### src/rtl/axi_lite_wr_arbiter.sv
// Round-robin AXI4-Lite write-channel arbiter: a single master owns the slave
// from AW/W issue until its B handshake completes, so writes never interleave.
module axi_lite_wr_arbiter #(
   parameter int  N_MASTERS = 2,
   parameter int  ADDR_W    = 32,
   parameter int  DATA_W    = 32,
   localparam int STRB_W    = DATA_W / 8,
   localparam int IDX_W     = $clog2(N_MASTERS)
) (
   input  logic                          clk,
   input  logic                          rst_n,
   input  logic [N_MASTERS-1:0]          m_awvalid,
   output logic [N_MASTERS-1:0]          m_awready,
   input  logic [N_MASTERS*ADDR_W-1:0]   m_awaddr,
   input  logic [N_MASTERS*3-1:0]        m_awprot,
   input  logic [N_MASTERS-1:0]          m_wvalid,
   output logic [N_MASTERS-1:0]          m_wready,
   input  logic [N_MASTERS*DATA_W-1:0]   m_wdata,
   input  logic [N_MASTERS*STRB_W-1:0]   m_wstrb,
   output logic [N_MASTERS-1:0]          m_bvalid,
   input  logic [N_MASTERS-1:0]          m_bready,
   output logic [N_MASTERS*2-1:0]        m_bresp,
   output logic                          s_awvalid,
   input  logic                          s_awready,
   output logic [ADDR_W-1:0]             s_awaddr,
   output logic [2:0]                    s_awprot,
   output logic                          s_wvalid,
   input  logic                          s_wready,
   output logic [DATA_W-1:0]             s_wdata,
   output logic [STRB_W-1:0]             s_wstrb,
   input  logic                          s_bvalid,
   output logic                          s_bready,
   input  logic [1:0]                    s_bresp,
   output logic                          grant_valid,
   output logic [IDX_W-1:0]              grant_idx
);

   localparam logic [1:0] ST_IDLE = 2'd0;
   localparam logic [1:0] ST_XFER = 2'd1;
   localparam logic [1:0] ST_RESP = 2'd2;

   logic [1:0]           state_q, state_d;
   logic [IDX_W-1:0]     grant_idx_q, grant_idx_d;
   logic [IDX_W-1:0]     prio_ptr_q, prio_ptr_d;
   logic                 aw_done_q, aw_done_d;
   logic                 w_done_q, w_done_d;

   logic [N_MASTERS-1:0] req;
   logic                 pick_found;
   logic [IDX_W-1:0]     pick_idx;
   logic [IDX_W-1:0]     next_ptr;
   logic                 aw_hs, w_hs, b_hs;

   assign req = m_awvalid | m_wvalid;

   // Rotating search: the first requester at or after prio_ptr wins.
   always_comb begin : rr_pick
      int cand;
      cand       = 0;
      pick_found = 1'b0;
      pick_idx   = '0;
      for (int k = 0; k < N_MASTERS; k++) begin
         cand = int'(prio_ptr_q) + k;
         if (cand >= N_MASTERS) cand = cand - N_MASTERS;
         if (!pick_found && req[cand]) begin
            pick_found = 1'b1;
            pick_idx   = IDX_W'(cand);
         end
      end
   end

   // The master just served drops to lowest priority.
   assign next_ptr = (grant_idx_q == IDX_W'(N_MASTERS - 1)) ? '0 : grant_idx_q + 1'b1;

   assign aw_hs = s_awvalid & s_awready;
   assign w_hs  = s_wvalid & s_wready;
   assign b_hs  = s_bvalid & s_bready;

   always_comb begin
      // NOTE: every signal gets a default before the case so no path leaves it unassigned, which would infer a latch.
      state_d     = state_q;
      grant_idx_d = grant_idx_q;
      prio_ptr_d  = prio_ptr_q;
      aw_done_d   = aw_done_q;
      w_done_d    = w_done_q;
      case (state_q)
         ST_IDLE: begin
            if (pick_found) begin
               grant_idx_d = pick_idx;
               aw_done_d   = 1'b0;
               w_done_d    = 1'b0;
               state_d     = ST_XFER;
            end
         end
         ST_XFER: begin
            aw_done_d = aw_done_q | aw_hs;
            w_done_d  = w_done_q | w_hs;
            if (aw_done_d && w_done_d) state_d = ST_RESP;
         end
         ST_RESP: begin
            if (b_hs) begin
               prio_ptr_d  = next_ptr;
               grant_idx_d = '0;
               state_d     = ST_IDLE;
            end
         end
         default: begin
            grant_idx_d = '0;
            state_d     = ST_IDLE;
         end
      endcase
   end

   assign grant_valid = (state_q != ST_IDLE);
   assign grant_idx   = grant_idx_q;

   // Only the granted master is connected; everyone else sees idle handshakes.
   always_comb begin
      s_awvalid = 1'b0;
      s_awaddr  = '0;
      s_awprot  = '0;
      s_wvalid  = 1'b0;
      s_wdata   = '0;
      s_wstrb   = '0;
      s_bready  = 1'b0;
      m_awready = '0;
      m_wready  = '0;
      m_bvalid  = '0;
      m_bresp   = '0;
      for (int i = 0; i < N_MASTERS; i++) begin
         if (grant_valid && grant_idx_q == IDX_W'(i)) begin
            s_awaddr = m_awaddr[i*ADDR_W +: ADDR_W];
            s_awprot = m_awprot[i*3 +: 3];
            s_wdata  = m_wdata[i*DATA_W +: DATA_W];
            s_wstrb  = m_wstrb[i*STRB_W +: STRB_W];
            if (state_q == ST_XFER) begin
               s_awvalid    = m_awvalid[i] & ~aw_done_q;
               s_wvalid     = m_wvalid[i] & ~w_done_q;
               m_awready[i] = s_awready & ~aw_done_q;
               m_wready[i]  = s_wready & ~w_done_q;
            end
            if (state_q == ST_RESP) begin
               m_bvalid[i]       = s_bvalid;
               m_bresp[i*2 +: 2] = s_bresp;
               s_bready          = m_bready[i];
            end
         end
      end
   end

   // NOTE: non-blocking assignments so every flop samples pre-edge values regardless of statement order.
   always_ff @(posedge clk or negedge rst_n) begin
      if (!rst_n) begin
         state_q     <= ST_IDLE;
         grant_idx_q <= '0;
         prio_ptr_q  <= '0;
         aw_done_q   <= 1'b0;
         w_done_q    <= 1'b0;
      end else begin
         state_q     <= state_d;
         grant_idx_q <= grant_idx_d;
         prio_ptr_q  <= prio_ptr_d;
         aw_done_q   <= aw_done_d;
         w_done_q    <= w_done_d;
      end
   end

endmodule

### config.mk
export PLATFORM = sky130hd
export DESIGN_NAME = axi_lite_wr_arbiter
export DESIGN_NICKNAME = d
export VERILOG_FILES = /design/src/rtl/axi_lite_wr_arbiter.sv
export SDC_FILE = /design/constraint.sdc
export NUM_CORES = 1
export LEC_CHECK = 0
export CAP_MARGIN = 20
export CORE_AREA = 4 4 93 95
export DETAILED_ROUTE_END_ITERATION = 8
export DIE_AREA = 0 0 97 99
export PLACE_DENSITY = 0.73
export SLEW_MARGIN = 10
export SYNTH_ARGS = -nofsm -noshare
export SYNTH_HDL_FRONTEND = slang
export SYNTH_SLANG_ARGS = --single-unit
### constraint.sdc
create_clock -name clk -period 1.6 [get_ports clk]
set_input_delay 0.16 -clock clk [delete_from_list [all_inputs] [get_ports clk]]
set_output_delay 0.16 -clock clk [all_outputs]
set_load 0.005 [all_outputs]
Word-level counts from Yosys, hierarchy flattened
Cells that the tools add are included.

word-level totals
  output and inout port bits = 86
  logic and storage cells = 101
  register bits = 6

cells by class
  reduce and logical (&&, ||, !) cells = 12
  mux-type cells = 55
  magnitude comparators = 4
  bitwise operators = 16
  $add $sub $neg = 4
  eq/ne operators = 5

operators by type and width
  operator                                                            number
  2-to-1 mux 32 bit                                                   6
  less-than comparator 32 x 3 -> 1 bit (second input constant)        2
  2-to-1 mux 1 bit                                                    35
  2-to-1 mux 2 bit                                                    6
  bitwise AND 1 bit                                                   9
  2-to-1 mux 4 bit                                                    2
  2-to-1 mux 3 bit                                                    2
  inequality test 2 bit (second input constant)                       3
  case mux 2 bit (3 select lines)                                     1
  AND reduction 3 bit                                                 2
  logical AND 1 bit                                                   4
  inverter 1 bit                                                      4
  case mux 1 bit (2 select lines)                                     2
  AND reduction 2 bit                                                 2
  nonzero test 2 bit                                                  2
  case mux 1 bit (3 select lines)                                     1
  subtractor 1 x 2 -> 3 bit (second input constant)                   1
  subtractor 2 x 2 -> 3 bit (second input constant)                   1
  adder 1 x 1 -> 2 bit (second input constant)                        1
  equality test 2 x 1 -> 1 bit (second input constant)                1
  equality test 2 bit (second input constant)                         1
  greater-or-equal comparator 1 x 2 -> 1 bit (second input constant)  1
  greater-or-equal comparator 2 bit (second input constant)           1
  logical NOT 2 bit                                                   1
  4 further kinds                                                     5

Longest topological paths before layout
Gate-level depths: netlist of run 1.

  word-level depth = 11
  mapped depth = 5
  gate-level depth less buffers = 4

Worst setup path after synthesis of run 1
Ideal clock, no wire load.

  kind = register to register
  from = register grant_idx_q, in the netlist grant_idx
  to = register state_q[0]
  slack = 0.320 ns
  data required time = 1.474 ns
  period minus slack after synthesis = 1.280 ns
  cell stages (with the launch flop) = 5
  data arrival time = 1.154 ns
  cells stage by stage = dfrtp_1 > buf_4 > mux2_4 > a31oi_4 > a221o_1

between the ends
  longest elaborated chain between the ends = 10
  elaborated cells between the ends (all ways) = 21
  those cells by class = eq/ne (2); mux (9); bitwise (6); reduce/logical (4)

RTL lines
  item                                         line    source
  start, declared                              43      logic [IDX_W-1:0] grant_idx_q, grant_idx_d;
  start signal, assigned                       161     grant_idx_q <= grant_idx_d;
  inverter 1 bit                               131     if (grant_valid && grant_idx_q == IDX_W'(i)) begin
  logical AND 1 bit                            131
  2-to-1 mux 1 bit                             131
  2-to-1 mux 1 bit                             136     if (state_q == ST_XFER) begin
  2-to-1 mux 1 bit                             131
  bitwise AND 1 bit, on equally long branches  75, 76
  OR 1 bit, on equally long branches           96, 97
  logical AND 1 bit                            98      if (aw_done_d && w_done_d) state_d = ST_RESP;
  inequality test 2 bit (no source line)       --
  AND reduction 3 bit (no source line) (*)     --
  end signal, assigned                         160     state_q <= state_d;
  end, declared                                42      logic [1:0] state_q, state_d;

Mark *: on every way between the ends. The rest lies on a longest branch, timed or not.
A chain may end at the register's enable or synchronous reset.

Worst setup path after layout of run 1
  from = register grant_idx_q, in the netlist grant_idx
  to = output s_wvalid

between the ends
  longest elaborated chain between the ends = 5
  elaborated cells between the ends (all ways) = 6
  those cells by class = mux (3); bitwise (1); reduce/logical (2)

RTL lines
  item                  line  source
  inverter 1 bit        131
  logical AND 1 bit     131
  2-to-1 mux 1 bit      131
  2-to-1 mux 1 bit      136
  2-to-1 mux 1 bit (*)  131
  end, declared         27    output logic s_wvalid,

Marks and branches as above.

==> results.toml, run 1 <==
[drt]
vias_per_cell = 4.49
vias = 2736
drt_iter0_markers = 64
wl_per_cell_um = 17.1
firstDrtPassIters = 4
drc = 0
routed_wl_mm = 10.4
ant_nets = 0

[setup_path]
r2r_slack_ps = 10
crit_family = "flip-flops"
critical_path.startpoint_type = "flip-flop"
cp_num_buf_inv = 2
r2r_cells = 5
r2r-end = "state_q[0]$_DFFE_PN0P_"
cp_slowest_cell = "dfrtp_4"
crit_arrival_ps = 1470
cp_cell_sequence = "buf_6, mux2_4, and3_4, buf_6"
timing.rr.start = "grant_idx$_DFFE_PN0P_"
crit_required_ps = 1440
cp_common_cell = "buf_6"
end_kind = "primary output"
path_class = "flip-flop to primary output"
path_max_fanout = 5
max_stage_delay_ps = 530

[timing]
maxSlewHeadroom = 0.737
rsz0062_at_grt = "true"
tightest_slew_ps = 389
drv_slew = 0
hold_viol_final = 0
period_needed_ps = 1630
fmax_mhz = 613
finClkSkew_ps = 6.92
period_share = 1.02
setup_viol = 3
fin_ws_ps = -32.6

[clock_tree]
clock-sinks = 6
cts_buffers = 3
clock-root-buffer = "clkbuf_8"
clkTransAtPathRegs_ps = 40
clock_latency_ps = 220
cts_tree = "built"
h-tree-depth = 1
cts_hold_buf = 0
clockBufferDepth = 2

[layout]
layout-drive-gt1-share = 0.318
fin_nets = 663
diodes = 0
utilization = 0.602
nFillCells = 690
area_growth_pct = 201

[logic_synthesis]
yosys_warnings = 0
yosysUniqueCellTypes = 29
synth_seq_cells = 6
syn_avg_cell_area_um2 = 7.11
synth.yosys.seq_area_share = 0.0969
yosys_most_used_dff = "dfrtp_1"
syn_nets = 373
async_reset_ff_frac = 1.00
synth-edff-count = 0
synth.cell_area_um2 = 1550
syn_inst = 218

[power]
net-switching-power_mw = 2.64
combinationalPowerShare = 0.918
p_leak_nw = 2.25
ir_worst_vdd_mv = 0.474
power_density_nw_per_um2 = 1450
seqPwrFrac = 0.047
p_int_mw = 4.11
swShare = 0.391
power_mw = 6.74
clkPwrFrac = 0.035

[status]
failed_checks = "setup timing"
status = "complete, but fails checks"

[global_routing]
grt_pass1_vias = 2941
antenna_found_initial = 0
track_usage = 0.196
grt_pass1_wl_mm = 15.2
globalRoute.totalOverflow = 0
grt_max_degree = 16

[placement]
hpwl_mm = 7.36
gp_congestion = 0.847
place.port_buffers = 240
pre_cts_ws_ps = -168

[floorplan]
pin_count = 241
fp.dieH_um = 99
core_um2 = 7730
die_area_um2 = 9600
die_w_um = 97
initial_core_util = 0.200
core.rowCount = 32

[run]
maxCapViolations = 0

[min_path]
hp-class = "primary input to async pin"
## through the flow
stage	cells	hold WS [ps]	area, um^2	setup TNS (ps)
floorplan	218	-136	1550	0
global placement	565	422	4210	-3530
detailed placement	565	423	4210	-4940
CTS	606	194	4690	-2570
global route	609	212	4660	-1690
finish	609	198	4660	-89.8
## worst max path at each step
stage	startpoint	to	slack, ps	cells past startpoint
5_1_grt	grant_idx$_DFFE_PN0P_	s_awaddr[31]	-100	5
2_1_floorplan	grant_idx$_DFFE_PN0P_	state_q[0]$_DFFE_PN0P_	320	4
3_3_place_gp	grant_idx$_DFFE_PN0P_	s_wstrb[1]	-140	4
4_1_cts	grant_idx$_DFFE_PN0P_	grant_idx	-110	3
3_5_place_dp	state_q[1]$_DFFE_PN0P_	m_bresp[0]	-170	3
6_report	grant_idx$_DFFE_PN0P_	s_wvalid	-30	4
## sequential cells by signal (all words and copies together) (netlist names)
register and cells:
prio_ptr_q 1, w_done_q 1, aw_done_q 1, grant_idx 1, state_q 2
## worst reg2reg max path: stages (launching register included)
cell     delay [ps]
dfrtp_4         530
buf_6           160
mux2_4          200
buf_4           110
a31oi_4         100
a221o_1         360
## power groups by stage
| stage | Combinational (mW) | Clock (mW) | Sequential (mW) |
|---|---|---|---|
| 3_3_place_gp | 4.84 | 0 | 0.325 |
| 4_1_cts | 6.03 | 0.241 | 0.306 |
| 5_1_grt | 6.62 | 0.250 | 0.330 |
| 2_1_floorplan | 2.19 | 0 | 0.239 |
| 6_report | 6.19 | 0.233 | 0.320 |
| 3_5_place_dp | 4.88 | 0 | 0.330 |
## area by class of cell
type | instances | area (um^2) | share of cell area
clock buffer | 4 | 45.0 | 0.00967
timing repair buffer | 303 | 2970 | 0.638
multi-input combinational | 190 | 1340 | 0.288
inverter | 4 | 15.0 | 0.00322
tap | 102 | 128 | 0.0274
sequential | 6 | 156 | 0.0336
## cells in the mapped netlist, drive strengths merged, types with 2 or more instances
cell type,instances,area share
nand2,5,0.012
buf,11,0.047
and3,5,0.020
a31oi,3,0.022
mux2i,72,0.47
nor2b,3,0.017
nor2,86,0.21
mux2,2,0.017
o21ai,2,0.0065
inv,4,0.0097
dfrtp,6,0.097
clkbuf,7,0.017
## placed cells by master, fill, tap and decap left out, types with 3 or more instances in the layout
cell / instances
buf_16: 10
nand2_1: 4
mux2i_1: 70
dlygate4sd2_1: 5
clkdlybuf4s50_1: 154
buf_12: 11
clkbuf_8: 3
buf_4: 24
dfrtp_1: 3
clkdlybuf4s15_1: 3
buf_6: 13
and3_1: 3
nor2_1: 84
inv_1: 3
buf_8: 3
nor2b_4: 3
clkbuf_16: 4
clkbuf_2: 17
buf_2: 58
## layer usage
| layer | track usage | up-vias | share of wire |
|---|---|---|---|
| met3 | 0.0658 | 17 | 0.088 |
| met5 | 0 | - | 0 |
| li1 | - | 1329 | - |
| met1 | 0.218 | 1245 | 0.39 |
| met2 | 0.352 | 145 | 0.50 |
| met4 | 0.0626 | 0 | 0.022 |
## logic make-up (layout without fill, tap and decap cells)
family,Yosys count,in the layout,share of synthesized area
buf+inv,22,311,0.0735
compound gates,11,11,0.0590
flops,6,6,0.0969
mux,74,74,0.482
simple gates,105,105,0.288
## timing repair
item,in CTS,in global routing
gates resized for setup,289,79
gates cloned,11,4
pin swaps,6,16
setup buffers,28,6
setup endpoints to repair,86,80
(Power assumes the default switching activity.)
==> run 2, diff against run 1 <==
--- a/config.mk
+++ b/config.mk
@@ -6,10 +6,12 @@
 export NUM_CORES = 1
 export LEC_CHECK = 0
 export CAP_MARGIN = 20
-export CORE_AREA = 4 4 93 95
+export CELL_PAD_IN_SITES_DETAIL_PLACEMENT = 0
+export CELL_PAD_IN_SITES_GLOBAL_PLACEMENT = 2
+export CORE_MARGIN = 4
+export CORE_UTILIZATION = 10
 export DETAILED_ROUTE_END_ITERATION = 8
-export DIE_AREA = 0 0 97 99
-export PLACE_DENSITY = 0.73
+export PLACE_DENSITY = 0.89
 export SLEW_MARGIN = 10
 export SYNTH_ARGS = -nofsm -noshare
 export SYNTH_HDL_FRONTEND = slang
==> run 2 against run 1 <==
  * The flow still finishes with violations (setup timing)
  * Total power down 4.5%
  * Largest power group unchanged
  * Maximum frequency down 7.5%
  * First-iteration DRC count down 53%
  * Register-to-register slack better by 20 ps
  * Setup slack worse by 130 ps
  * Die area up 83%
  * Clock skew down 3.2 ps
  * Via count down 3.1%
  * Hold slack worse by 9.4 ps
  * Non-clock buffer count down 16
  * Wire length up 0.37%
  * Highest routed layer unchanged
==> results.toml, run 2 (synthesis results as in run 1) <==
[layout]
seq_area_um2 = 155
multiInputGateArea_um2 = 1350
regMostFlops = "state_q"
diodes = 0
largest_reg_flops = 2
layout-drive-gt1-share = 0.297
area_growth_pct = 196
mostFrequentLayoutCells = "clkdlybuf4s50_1 (155), nor2_1 (84), mux2i_1 (68), buf_2 (68), buf_4 (20)"
final_common_cell = "clkdlybuf4s50_1"
nFillCells = 1653
fin_nets = 647

[setup_path]
crit_arrival_ps = 1610
path_class = "flip-flop to primary output"
r2r_cells = 6
r2r_slack_ps = 30
critical_path.startpoint_type = "flip-flop"
crit_required_ps = 1440
path_max_fanout = 6
timing.rr.start = "grant_idx$_DFFE_PN0P_"
end_kind = "primary output"
r2r-end = "state_q[0]$_DFFE_PN0P_"

[status]
status = "complete, but fails checks"
failed_checks = "setup timing"

[clock_tree]
cts_tree = "built"
h-tree-depth = 1
clock_latency_ps = 230
clock-sinks = 6
cts_hold_buf = 0
clock-root-buffer = "clkbuf_16"
cts_buffers = 3
clockBufferDepth = 2
clkTransAtPathRegs_ps = 40

[global_routing]
grt_max_degree = 28
globalRoute.totalOverflow = 0
grt_pass1_wl_mm = 15.7
antenna_found_initial = 0
grt_pass1_vias = 2934
track_usage = 0.111

[power]
power_mw = 6.44
p_leak_nw = 2.14
power_density_nw_per_um2 = 1400
ir_worst_vdd_mv = 0.424

[floorplan]
die_area_um2 = 17500
die_w_um = 132
fp.dieH_um = 132
pin_count = 241
core.rowCount = 45
initial_core_util = 0.102
core_um2 = 15200

[drt]
ant_nets = 0
firstDrtPassIters = 5
drc = 0
vias_per_cell = 3.91
routed_wl_mm = 10.5
drt_iter0_markers = 30
vias = 2652
wl_per_cell_um = 15.4

[placement]
gp_congestion = 0.778
place.port_buffers = 240
hpwl_mm = 7.33

[timing]
hold_viol_final = 0
finalSetupTns_ps = -2980
setup_viol = 47
drv_slew = 0
period_needed_ps = 1770
period_share = 1.10
finClkSkew_ps = 3.77
tightest_slew_ps = 344
rsz0062_at_grt = "true"
fin_ws_ps = -166
maxSlewHeadroom = 0.770
fmax_mhz = 566

[min_path]
hp-class = "primary input to async pin"

[run]
maxCapViolations = 0
run 2: changes by cell type in the layout (fill, tap and decap cells not counted), moves of 3 or more:
cell	change
buf_12	-5
buf_2	+10
buf_4	-4
clkbuf_2	-13
clkbuf_8	-3
clkdlybuf4s15_1	-3
dlygate4sd2_1	+4
run 2: repair_timing:
item / in CTS / in global routing
gates resized for setup: 341 / 21
setup buffers: 16 / 3
pin swaps: 15 / 13
endpoints found under the setup margin: 86 / 76
gates cloned: 14 / 0
run 2: worst max-delay path, stage by stage, from the launching register on:
cell	delay, ps
dfrtp_4	490
buf_12	150
buf_8	120
buf_12	120
buf_16	130
mux2i_2	140
nor2_1	100
buf_2	120
run 2: how the worst max path moves through the flow:
| stage | start | end | slack [ps] | cells past startpoint |
|---|---|---|---|---|
| 6_report | grant_idx$_DFFE_PN0P_ | s_awaddr[8] | -170 | 7 |
| 5_1_grt | grant_idx$_DFFE_PN0P_ | s_wdata[31] | -200 | 7 |
| 4_1_cts | grant_idx$_DFFE_PN0P_ | s_wvalid | -180 | 6 |
| 3_5_place_dp | grant_idx$_DFFE_PN0P_ | m_awready[0] | -110 | 5 |
| 3_3_place_gp | grant_idx$_DFFE_PN0P_ | s_wvalid | -90 | 4 |
| 2_1_floorplan | grant_idx$_DFFE_PN0P_ | state_q[0]$_DFFE_PN0P_ | 320 | 4 |
run 2: cell type report:
| cell class | count | area share |
|---|---|---|
| Inverter | 4 | 0.00491 |
| Clock buffer | 4 | 0.0172 |
| Multi-Input combinational cell | 190 | 0.294 |
| Sequential cell | 6 | 0.0338 |
| Tap cell | 188 | 0.0513 |
| Timing Repair Buffer | 287 | 0.599 |
run 2: routing by layer:
metal	routed length [um]	GRT usage
met1	4240	0.132
met2	5420	0.209
met3	729	0.0262
met4	74	0.0133
met5	0	0
run 2: power by group:
group	switching (mW)	total [mW]	internal, mW
combinational	2.39	5.72	3.33
clock	0.0816	0.412	0.330
sequential	0.0850	0.305	0.220
run 2: stage by stage:
step                      utilization  area [um^2]  setup WS [ps]  hold WS [ps]  cells
after CTS                       0.309         4700           -182           194    683
after global placement          0.283         4310          -91.6           419    650
final                           0.302         4590           -166           189    679
after global routing            0.302         4590           -204           201    679
after floorplan                     -         1550            320          -136    218
after detailed placement        0.283         4310           -105           428    650
==> run 3, diff against run 2 <==
--- a/config.mk
+++ b/config.mk
@@ -11,6 +11,7 @@
 export CORE_MARGIN = 4
 export CORE_UTILIZATION = 10
 export DETAILED_ROUTE_END_ITERATION = 8
+export HOLD_SLACK_MARGIN = 0.06
 export PLACE_DENSITY = 0.89
 export SLEW_MARGIN = 10
 export SYNTH_ARGS = -nofsm -noshare
==> results of run 3 <==
The final DEF is identical to that of run 2; final timing and power are the same.
